**src/rtl/ram2_arbiter_if.sv**
```systemverilog
// Bundles the IF/EXE request ports and the RAM2 controller handshake of the arbiter.
interface ram2_arbiter_if #(
    parameter int unsigned ADDR_W = 16,
    parameter int unsigned DATA_W = 16
);
    logic              if_req;
    logic [ADDR_W-1:0] if_addr;
    logic              exe_rd;
    logic              exe_wr;
    logic [ADDR_W-1:0] exe_addr;
    logic [DATA_W-1:0] exe_wdata;
    logic              if_done;
    logic [DATA_W-1:0] if_rdata;
    logic              exe_done;
    logic [DATA_W-1:0] exe_rdata;
    logic              if_stall;
    logic              exe_stall;
    logic              ram_req;
    logic              ram_wr;
    logic [ADDR_W-1:0] ram_addr;
    logic [DATA_W-1:0] ram_wdata;
    logic              ram_ack;
    logic [DATA_W-1:0] ram_rdata;
    logic              timeout_err;

    // Arbiter side: serves the pipeline stages and masters the RAM2 bus
    modport master (
        input  if_req, if_addr, exe_rd, exe_wr, exe_addr, exe_wdata, ram_ack, ram_rdata,
        output if_done, if_rdata, exe_done, exe_rdata, if_stall, exe_stall,
        output ram_req, ram_wr, ram_addr, ram_wdata, timeout_err
    );

    // Environment side: pipeline stages plus RAM2 controller
    modport slave (
        output if_req, if_addr, exe_rd, exe_wr, exe_addr, exe_wdata, ram_ack, ram_rdata,
        input  if_done, if_rdata, exe_done, exe_rdata, if_stall, exe_stall,
        input  ram_req, ram_wr, ram_addr, ram_wdata, timeout_err
    );
endinterface

```
**src/rtl/ram2_arbiter.sv**
```systemverilog
// Single-port RAM2 access scheduler: EXE priority with IF anti-starvation,
// one transaction at a time on a req/ack handshake, watchdog abort on a hung ack.
module ram2_arbiter #(
    parameter int unsigned ADDR_W       = 16,
    parameter int unsigned DATA_W       = 16,
    parameter int unsigned STARVE_LIMIT = 3,
    parameter int unsigned TIMEOUT      = 255
) (
    input logic           clk,
    input logic           rst,
    ram2_arbiter_if.master bus
);
    localparam int unsigned SC_W = (STARVE_LIMIT < 1) ? 1 : $clog2(STARVE_LIMIT + 1);
    localparam int unsigned WD_W = 8;

    localparam logic [1:0] S_IDLE      = 2'd0;
    localparam logic [1:0] S_GRANT_IF  = 2'd1;
    localparam logic [1:0] S_GRANT_EXE = 2'd2;
    localparam logic [1:0] S_DONE      = 2'd3;

    logic [1:0]        state,       state_nxt;
    logic              ram_req_q,   ram_req_nxt;
    logic              ram_wr_q,    ram_wr_nxt;
    logic [ADDR_W-1:0] ram_addr_q,  ram_addr_nxt;
    logic [DATA_W-1:0] ram_wdata_q, ram_wdata_nxt;
    logic              if_done_q,   if_done_nxt;
    logic              exe_done_q,  exe_done_nxt;
    logic [DATA_W-1:0] if_rdata_q,  if_rdata_nxt;
    logic [DATA_W-1:0] exe_rdata_q, exe_rdata_nxt;
    logic              tmo_q,       tmo_nxt;
    logic [SC_W-1:0]   starve_q,    starve_nxt;
    logic [WD_W-1:0]   wdog_q,      wdog_nxt;

    logic exe_req;
    logic exe_ok;
    logic finish;
    logic [DATA_W-1:0] fin_data;

    assign exe_req = bus.exe_rd | bus.exe_wr;
    assign exe_ok  = exe_req & (~bus.if_req | (starve_q < SC_W'(STARVE_LIMIT)));

    // State and output registers
    always_ff @(posedge clk or negedge rst) begin
        if (!rst) begin
            state       <= S_IDLE;
            ram_req_q   <= 1'b0;
            ram_wr_q    <= 1'b0;
            ram_addr_q  <= '0;
            ram_wdata_q <= '0;
            if_done_q   <= 1'b0;
            exe_done_q  <= 1'b0;
            if_rdata_q  <= '0;
            exe_rdata_q <= '0;
            tmo_q       <= 1'b0;
            starve_q    <= '0;
            wdog_q      <= '0;
        end else begin
            state       <= state_nxt;
            ram_req_q   <= ram_req_nxt;
            ram_wr_q    <= ram_wr_nxt;
            ram_addr_q  <= ram_addr_nxt;
            ram_wdata_q <= ram_wdata_nxt;
            if_done_q   <= if_done_nxt;
            exe_done_q  <= exe_done_nxt;
            if_rdata_q  <= if_rdata_nxt;
            exe_rdata_q <= exe_rdata_nxt;
            tmo_q       <= tmo_nxt;
            starve_q    <= starve_nxt;
            wdog_q      <= wdog_nxt;
        end
    end

    // Next-state and next-output logic
    always_comb begin
        state_nxt     = state;
        ram_req_nxt   = ram_req_q;
        ram_wr_nxt    = ram_wr_q;
        ram_addr_nxt  = ram_addr_q;
        ram_wdata_nxt = ram_wdata_q;
        if_done_nxt   = 1'b0;
        exe_done_nxt  = 1'b0;
        if_rdata_nxt  = if_rdata_q;
        exe_rdata_nxt = exe_rdata_q;
        tmo_nxt       = tmo_q;
        starve_nxt    = starve_q;
        wdog_nxt      = wdog_q;
        finish        = 1'b0;
        fin_data      = '1;

        case (state)
            S_IDLE: begin
                if (exe_ok) begin
                    state_nxt     = S_GRANT_EXE;
                    ram_req_nxt   = 1'b1;
                    ram_wr_nxt    = bus.exe_wr;
                    ram_addr_nxt  = bus.exe_addr;
                    ram_wdata_nxt = bus.exe_wdata;
                    wdog_nxt      = '0;
                    if (!bus.if_req) begin
                        starve_nxt = '0;
                    end else if (starve_q < SC_W'(STARVE_LIMIT)) begin
                        starve_nxt = starve_q + SC_W'(1);
                    end
                end else if (bus.if_req) begin
                    state_nxt    = S_GRANT_IF;
                    ram_req_nxt  = 1'b1;
                    ram_wr_nxt   = 1'b0;
                    ram_addr_nxt = bus.if_addr;
                    wdog_nxt     = '0;
                    starve_nxt   = '0;
                end
            end
            S_GRANT_IF, S_GRANT_EXE: begin
                // A coincident ack wins over the watchdog limit
                if (bus.ram_ack) begin
                    finish   = 1'b1;
                    fin_data = bus.ram_rdata;
                end else if (wdog_q == WD_W'(TIMEOUT)) begin
                    finish  = 1'b1;
                    tmo_nxt = 1'b1;
                end else begin
                    wdog_nxt = wdog_q + WD_W'(1);
                end
                if (finish) begin
                    state_nxt   = S_DONE;
                    ram_req_nxt = 1'b0;
                    if (state == S_GRANT_IF) begin
                        if_done_nxt  = 1'b1;
                        if_rdata_nxt = fin_data;
                    end else begin
                        exe_done_nxt  = 1'b1;
                        exe_rdata_nxt = fin_data;
                    end
                end
            end
            S_DONE: begin
                state_nxt = S_IDLE;
            end
            default: begin
                state_nxt   = S_IDLE;
                ram_req_nxt = 1'b0;
            end
        endcase
    end

    assign bus.ram_req     = ram_req_q;
    assign bus.ram_wr      = ram_wr_q;
    assign bus.ram_addr    = ram_addr_q;
    assign bus.ram_wdata   = ram_wdata_q;
    assign bus.if_done     = if_done_q;
    assign bus.exe_done    = exe_done_q;
    assign bus.if_rdata    = if_rdata_q;
    assign bus.exe_rdata   = exe_rdata_q;
    assign bus.timeout_err = tmo_q;
    assign bus.if_stall    = bus.if_req & ~if_done_q;
    assign bus.exe_stall   = exe_req & ~exe_done_q;
endmodule

```
**src/flat_wrapper.sv**
```systemverilog
// flat-port wrapper written by rule: the top's interface ports become plain ports
module ram2_arbiter_flat 
#(
    parameter int unsigned ADDR_W       = 16,
    parameter int unsigned DATA_W       = 16,
    parameter int unsigned STARVE_LIMIT = 3,
    parameter int unsigned TIMEOUT      = 255
)
  (clk, rst, bus_if_req, bus_if_addr, bus_exe_rd, bus_exe_wr, bus_exe_addr, bus_exe_wdata, bus_ram_ack, bus_ram_rdata, bus_if_done, bus_if_rdata, bus_exe_done, bus_exe_rdata, bus_if_stall, bus_exe_stall, bus_ram_req, bus_ram_wr, bus_ram_addr, bus_ram_wdata, bus_timeout_err);
  ram2_arbiter_if #(.ADDR_W(ADDR_W), .DATA_W(DATA_W)) bus_i ();
  input logic clk;
  input logic rst;
  input wire logic [$bits(bus_i.if_req)-1:0] bus_if_req;
  input wire logic [$bits(bus_i.if_addr)-1:0] bus_if_addr;
  input wire logic [$bits(bus_i.exe_rd)-1:0] bus_exe_rd;
  input wire logic [$bits(bus_i.exe_wr)-1:0] bus_exe_wr;
  input wire logic [$bits(bus_i.exe_addr)-1:0] bus_exe_addr;
  input wire logic [$bits(bus_i.exe_wdata)-1:0] bus_exe_wdata;
  input wire logic [$bits(bus_i.ram_ack)-1:0] bus_ram_ack;
  input wire logic [$bits(bus_i.ram_rdata)-1:0] bus_ram_rdata;
  output wire logic [$bits(bus_i.if_done)-1:0] bus_if_done;
  output wire logic [$bits(bus_i.if_rdata)-1:0] bus_if_rdata;
  output wire logic [$bits(bus_i.exe_done)-1:0] bus_exe_done;
  output wire logic [$bits(bus_i.exe_rdata)-1:0] bus_exe_rdata;
  output wire logic [$bits(bus_i.if_stall)-1:0] bus_if_stall;
  output wire logic [$bits(bus_i.exe_stall)-1:0] bus_exe_stall;
  output wire logic [$bits(bus_i.ram_req)-1:0] bus_ram_req;
  output wire logic [$bits(bus_i.ram_wr)-1:0] bus_ram_wr;
  output wire logic [$bits(bus_i.ram_addr)-1:0] bus_ram_addr;
  output wire logic [$bits(bus_i.ram_wdata)-1:0] bus_ram_wdata;
  output wire logic [$bits(bus_i.timeout_err)-1:0] bus_timeout_err;
  assign bus_i.if_req = bus_if_req;
  assign bus_i.if_addr = bus_if_addr;
  assign bus_i.exe_rd = bus_exe_rd;
  assign bus_i.exe_wr = bus_exe_wr;
  assign bus_i.exe_addr = bus_exe_addr;
  assign bus_i.exe_wdata = bus_exe_wdata;
  assign bus_i.ram_ack = bus_ram_ack;
  assign bus_i.ram_rdata = bus_ram_rdata;
  assign bus_if_done = bus_i.if_done;
  assign bus_if_rdata = bus_i.if_rdata;
  assign bus_exe_done = bus_i.exe_done;
  assign bus_exe_rdata = bus_i.exe_rdata;
  assign bus_if_stall = bus_i.if_stall;
  assign bus_exe_stall = bus_i.exe_stall;
  assign bus_ram_req = bus_i.ram_req;
  assign bus_ram_wr = bus_i.ram_wr;
  assign bus_ram_addr = bus_i.ram_addr;
  assign bus_ram_wdata = bus_i.ram_wdata;
  assign bus_timeout_err = bus_i.timeout_err;
  ram2_arbiter #(.ADDR_W(ADDR_W), .DATA_W(DATA_W), .STARVE_LIMIT(STARVE_LIMIT), .TIMEOUT(TIMEOUT)) u_core (.clk(clk), .rst(rst), .bus(bus_i));
endmodule
```
**config.mk**
```make
export PLATFORM = sky130hd
export DESIGN_NAME = ram2_arbiter_flat
export DESIGN_NICKNAME = d
export VERILOG_FILES = /design/src/rtl/ram2_arbiter_if.sv /design/src/rtl/ram2_arbiter.sv /design/src/flat_wrapper.sv
export SDC_FILE = /design/constraint.sdc
export NUM_CORES = 1
export LEC_CHECK = 0
export BUFFER_PORTS_ARGS = -buffer_cell sky130_fd_sc_hd__buf_2
export CAP_MARGIN = 25
export CORE_ASPECT_RATIO = 0.75
export CORE_MARGIN = 2
export CORE_UTILIZATION = 48
export DETAILED_ROUTE_END_ITERATION = 8
export PLACE_DENSITY = 0.77
export SYNTH_ARGS = -nofsm -noshare
export SYNTH_HDL_FRONTEND = slang
export SYNTH_SLANG_ARGS = --single-unit
```
**constraint.sdc**
```tcl
create_clock -name clk -period 2.18 [get_ports clk]
set_input_delay 0.109 -clock clk [delete_from_list [all_inputs] [get_ports clk]]
set_output_delay 0.109 -clock clk [all_outputs]
set_load 0.03 [all_outputs]
```
* Yosys cells after proc, flatten, opt, wreduce, memory -nomap -nowiden *
Index checks and enable logic that the tools add are counted.

word-level totals
  latch bits = 0
  bits in read-only memories = 0
  input port bits = 70
  memories = 0
  word-level logic and storage cells = 78
  flip-flop bits (word level) = 81
  output and inout bits = 71
  memory bits (writable) = 0

operators by class
  muxes and demuxes = 31
  multipliers = 0
  equality and inequality tests = 9
  add/subtract/negate cells = 2
  div/mod/pow operators = 0
  reduce and logical (&&, ||, !) cells = 13
  shift-type cells = 0
  bitwise gates (word level) = 10
  $lt $le $gt $ge = 1

operators with widths
  operator             count
  $mux 16              3
  $mux 8               4
  $pmux 8 s2           1
  $reduce_and 3->1     5
  $mux 1               14
  $mux 2               7
  $add 8x1->8 const B  1
  $eq 8x8->1 const B   1
  $pmux 2 s3           1
  $reduce_and 2->1     3
  $not 1->1            5
  $eq 2x2->1 const B   2
  $ne 2x2->1 const B   2
  $reduce_and 4->1     1
  $reduce_bool 2->1    2
  $and 1x1->1          3
  $ne 3x2->1 const B   1
  $ne 3x3->1 const B   1
  $add 2x1->2 const B  1
  $eq 2x1->1 const B   1
  $logic_not 2->1      1
  $lt 2x2->1 const B   1
  $ne 2x1->1 const B   1
  $or 1x1->1           2
  2 further kinds      2

* Logic depth before layout (Yosys ltp) *
  depth after elaboration = 6
  mapped depth = 8

* Least setup slack after synthesis *
OpenSTA, ideal clock, no wires.

  path kind = reg-to-reg
  start point = register u_core.state[0]
  end point = register u_core.wdog_q[3]
  required time = 2079 ps
  setup time = 101 ps
  stages on the path, launching flop included = 8
  setup slack = 356 ps
  data arrival time = 1723 ps
  cells stage by stage = dfrtp_1 inv_1 ha_1 nor4b_4 or2_1 buf_4 or3_1 o311ai_2

on the way
  cells in the longest elaborated chain, start to end = 4
  elaborated cells between the ends (all ways) = 10
  classes of those cells = eq/ne: 5; mux: 1; reduce/logical: 4

RTL lines
  item                                                              RTL line            source
  start, declared                                                   ram2_arbiter.sv:21  logic [1:0] state, state_nxt;
  start signal, assigned                                            ram2_arbiter.sv:58  state <= state_nxt;
  $eq 2x2->1 or $eq 2x1->1 (tied branches)                          ram2_arbiter.sv:90  case (state)
  $reduce_or 2->1                                                   ram2_arbiter.sv:90
  $ne 2x2->1 (no source line) or $reduce_bool 2->1 (tied branches)  -
  $reduce_and 4->1 (no source line)                                 -
  end signal, assigned                                              ram2_arbiter.sv:69  wdog_q <= wdog_nxt;
  end, declared                                                     ram2_arbiter.sv:32  logic [WD_W-1:0] wdog_q, wdog_nxt;

Several ways; a longest one is shown, not always the timed one.
A chain may end at the register's enable or synchronous reset.

* Final worst setup path *
  start point = register u_core.state[1]
  end point = register u_core.wdog_q[5]

Same word-level chain as after synthesis.

==> results.yml <==
pwr:
  pwr_density_cell_mw_per_mm2: 1550
  static-leakage-power_nw: 2.29
  p_switching_mw: 3.33
  vdd_ir_drop_max_v: 0.000720
  pwr-share-seq: 0.337
  power_frac_clock: 0.174
  power.internal_mw: 4.18
  switching_power_share_of_the_total: 0.443
  share_of_power_burned_in_combinational_logic: 0.489
layout:
  finish.cell_count_without_fillers: 560
  n_fill_cell: 536
  area_added_between_synthesis_and_finish_pct: 37.8
  final_nets: 534
  antenna-diode-count: 0
  share_of_post_route_cells_with_drive_strength_above_1: 0.403
timing:
  clock.fmax_mhz: 499
  timing_hold_violations_final: 0
  timing.final.ws_setup_ps: 175
  post-route-min-period_ps: 2010
  max_slew_margin: 0.577
  slew_viol_final: 0
  clock_skew_ps: 11.1
  fin_setup_tns_ps: 0
  final-setup-viol-count: 0
  crit_share_post_route: 0.920
  grt_setup_unrepaired: "no"
  timing_worst_slew_pin_value_ps: 633
yosys:
  synth-edff-count: 0
  dominantRegCellSynth: "sky130_fd_sc_hd__dfrtp_1"
  netlist_area_before_placement_mm2: 0.00351
  async_flop_share: 1.00
  synth_warnings: 0
  synth_cells: 289
  synthesis.nets: 366
  ys_seq_area_frac: 0.577
  postSynthRegisterBits: 81
  synth_area_per_cell_um2: 12.1
  synth_cell_types: 43
critical_path:
  critical_path_peak_fanout: 10
  worst_setup_path_end_kind: "register"
  cp.required_ps: 2420
  crit_type: "reg2reg"
  critical_path_arrival_ps: 2240
  reg2reg_depth: 6
  setup.worst_path.start_class: "register"
die:
  floorplan.die.height_um: 78.1
  fp.dieW_um: 103
  design.core.area_mm2: 0.00696
  start_util: 0.504
  floorplan.die_area_mm2: 0.00802
  top_level_ports: 141
  core.rowCount: 26
cts:
  cts_max_level: 3
  clkTransAtPathRegs_ps: 80
  tritoncts: "done"
  max-clock-path-buffers: 2
  post-cts-setup-buffer-count: 0
  cts-buffers-inserted: 9
  clock_sinks: 81
  cts_root_buf: "sky130_fd_sc_hd__clkbuf_8"
  clk_lat_worst_skew_ps: 360
routing:
  drt-wirelength-per-cell_um: 15.4
  detailroute.via_count: 2920
  viasPerCell: 5.21
  ant_nets: 0
  route.final.wire_length_um: 8600
  drt_iter0_drc: 170
  first_pass_iters: 4
  residual_drc: 0
min_path:
  worst_hold_path.num_cells: 2
  holdCritPathClass: "in2reg"
placement:
  io_buffers: 140
  dp_hpwl_um: 5930
  dp_worst_setup_slack_ps: 149
  gp_routability_congestion: 0.804
  post-place-cells: 516
global_routing:
  grt_overflow: 0
  globalRouteTotalUtil: 0.220
  grt_first_pass_wirelength_um: 13600
  number_of_global_route_vias_before_repair: 2776
  antenna_found_initial: 0
  maximum_number_of_pins_on_one_net_before_global_route_repair: 43
job:
  cap_violations: 0
outcome:
  run_status: "finished, final reports clean"
critical path, cell delays in order (launching register included):
cell	delay, ps
sky130_fd_sc_hd__dfrtp_1	430
sky130_fd_sc_hd__inv_1	140
sky130_fd_sc_hd__ha_1	320
sky130_fd_sc_hd__nor4b_4	280
sky130_fd_sc_hd__or2_1	320
sky130_fd_sc_hd__nor3_1	80
sky130_fd_sc_hd__a221o_1	320
what timing repair did:
item,4_1_cts,5_1_grt
endpoints found under the setup margin,0,27
resized for setup,0,2
hold buffers,28,0
hold endpoints to repair,75,0
Yosys cell counts (3+ instances only):
library cell	n	share of area
sky130_fd_sc_hd__nand2_1	36	0.038
sky130_fd_sc_hd__ha_1	7	0.025
sky130_fd_sc_hd__nand3_1	10	0.014
sky130_fd_sc_hd__dfrtp_1	81	0.58
sky130_fd_sc_hd__a21oi_1	5	0.0071
sky130_fd_sc_hd__buf_2	3	0.0043
sky130_fd_sc_hd__o21ai_0	18	0.026
sky130_fd_sc_hd__nor3_1	4	0.0057
sky130_fd_sc_hd__a31oi_1	3	0.0053
sky130_fd_sc_hd__clkbuf_1	8	0.0086
sky130_fd_sc_hd__mux2_2	17	0.055
sky130_fd_sc_hd__nor2_1	3	0.0032
sky130_fd_sc_hd__buf_4	5	0.011
sky130_fd_sc_hd__mux2i_1	16	0.046
sky130_fd_sc_hd__inv_1	5	0.0053
sky130_fd_sc_hd__o22a_1	34	0.085
layout by cell type, fill, tap and decap left out, types with 2 or more instances in the layout:
cell type                       instances
sky130_fd_sc_hd__buf_2                139
sky130_fd_sc_hd__dfrtp_1               81
sky130_fd_sc_hd__nand2_1               36
sky130_fd_sc_hd__o22a_1                34
sky130_fd_sc_hd__dlygate4sd3_1         28
sky130_fd_sc_hd__o21ai_0               18
sky130_fd_sc_hd__mux2_2                17
sky130_fd_sc_hd__mux2i_1               16
sky130_fd_sc_hd__nand3_1               10
sky130_fd_sc_hd__clkbuf_8               9
sky130_fd_sc_hd__ha_1                   7
sky130_fd_sc_hd__buf_4                  7
sky130_fd_sc_hd__inv_1                  5
sky130_fd_sc_hd__a21oi_1                5
sky130_fd_sc_hd__nor3_1                 4
sky130_fd_sc_hd__nor2_1                 3
sky130_fd_sc_hd__a31oi_1                3
sky130_fd_sc_hd__bufinv_16              3
sky130_fd_sc_hd__and4_1                 2
sky130_fd_sc_hd__a41oi_1                2
sky130_fd_sc_hd__nand4_1                2
sky130_fd_sc_hd__and3_1                 2
sky130_fd_sc_hd__and2_2                 2
sky130_fd_sc_hd__a2bb2oi_1              2
sky130_fd_sc_hd__o31ai_1                2
flip-flops by register name, indices dropped and copies added, names as in the netlist:
register                cells
u_core.bus.ram_wr           1
u_core.bus.ram_wdata       16
u_core.bus.exe_rdata       16
u_core.bus.if_done          1
u_core.bus.exe_done         1
u_core.wdog_q               8
u_core.state                2
u_core.bus.ram_addr        16
u_core.bus.timeout_err      1
u_core.bus.ram_req          1
u_core.starve_q             2
u_core.bus.if_rdata        16
final timing paths:
kind	start	to	slack (ps)
min reg2reg	u_core.bus.ram_addr[5]	u_core.bus.ram_addr[5]	480
min	bus_ram_rdata[14]	u_core.bus.exe_rdata[14]	10
max in group asynchronous	rst	u_core.bus.exe_rdata[0]	1320
min in group asynchronous	rst	u_core.bus.if_rdata[3]	270
max reg2reg	u_core.state[1]	u_core.wdog_q[5]	170
max	u_core.state[1]	u_core.wdog_q[5]	170
stage by stage:
stage	power [mW]	utilization	cell area (um2)	hold WS (ps)
6_report	7.51	0.695	4840	12.9
5_1_grt	7.96	0.695	4840	11.5
4_1_cts	7.56	0.694	4830	0.902
3_5_place_dp	6.20	0.619	4310	122
3_3_place_gp	6.09	0.619	4310	117
2_1_floorplan	5.11	-	3510	-187
per-layer routing:
layer,vias up,GRT usage,share of wire,wire (um)
met1,1423,0.283,0.41,3510
met2,80,0.367,0.52,4470
met3,12,0.0525,0.059,511
li1,1405,-,-,-
met5,-,0,0,0
met4,0,0.0750,0.014,121
cells by family (layout without fill, tap and decap cells):
logic type,after synthesis,in the layout,share of synthesized area
AND/OR/NAND/NOR,69,69,0.0977
multiplexers,33,33,0.100
adder cells (fa/ha/maj),7,7,0.0249
AO/OA/AOI/OAI,76,76,0.166
buffers and inverters,23,196,0.0335
flip-flops,81,81,0.577
area by class of cell:
cell class,instances,area (um2),area share
clock buffer,10,128,0.0264
sequential,81,2030,0.419
clock inverter,6,115,0.0238
multi-input combinational,185,1380,0.285
timing repair buffer,175,1050,0.217
inverter,5,18.8,0.00388
tap,98,123,0.0253
power by group through the flow:
| stage | Sequential (mW) | Clock (mW) | Combinational (mW) |
|---|---|---|---|
| floorplan | 3.78 | 0 | 1.33 |
| global placement | 2.52 | 0 | 3.56 |
| detailed placement | 2.55 | 0 | 3.65 |
| CTS | 2.52 | 1.34 | 3.70 |
| global route | 2.61 | 1.40 | 3.94 |
| finish | 2.53 | 1.30 | 3.68 |
Power figures use the tool's default switching activity.
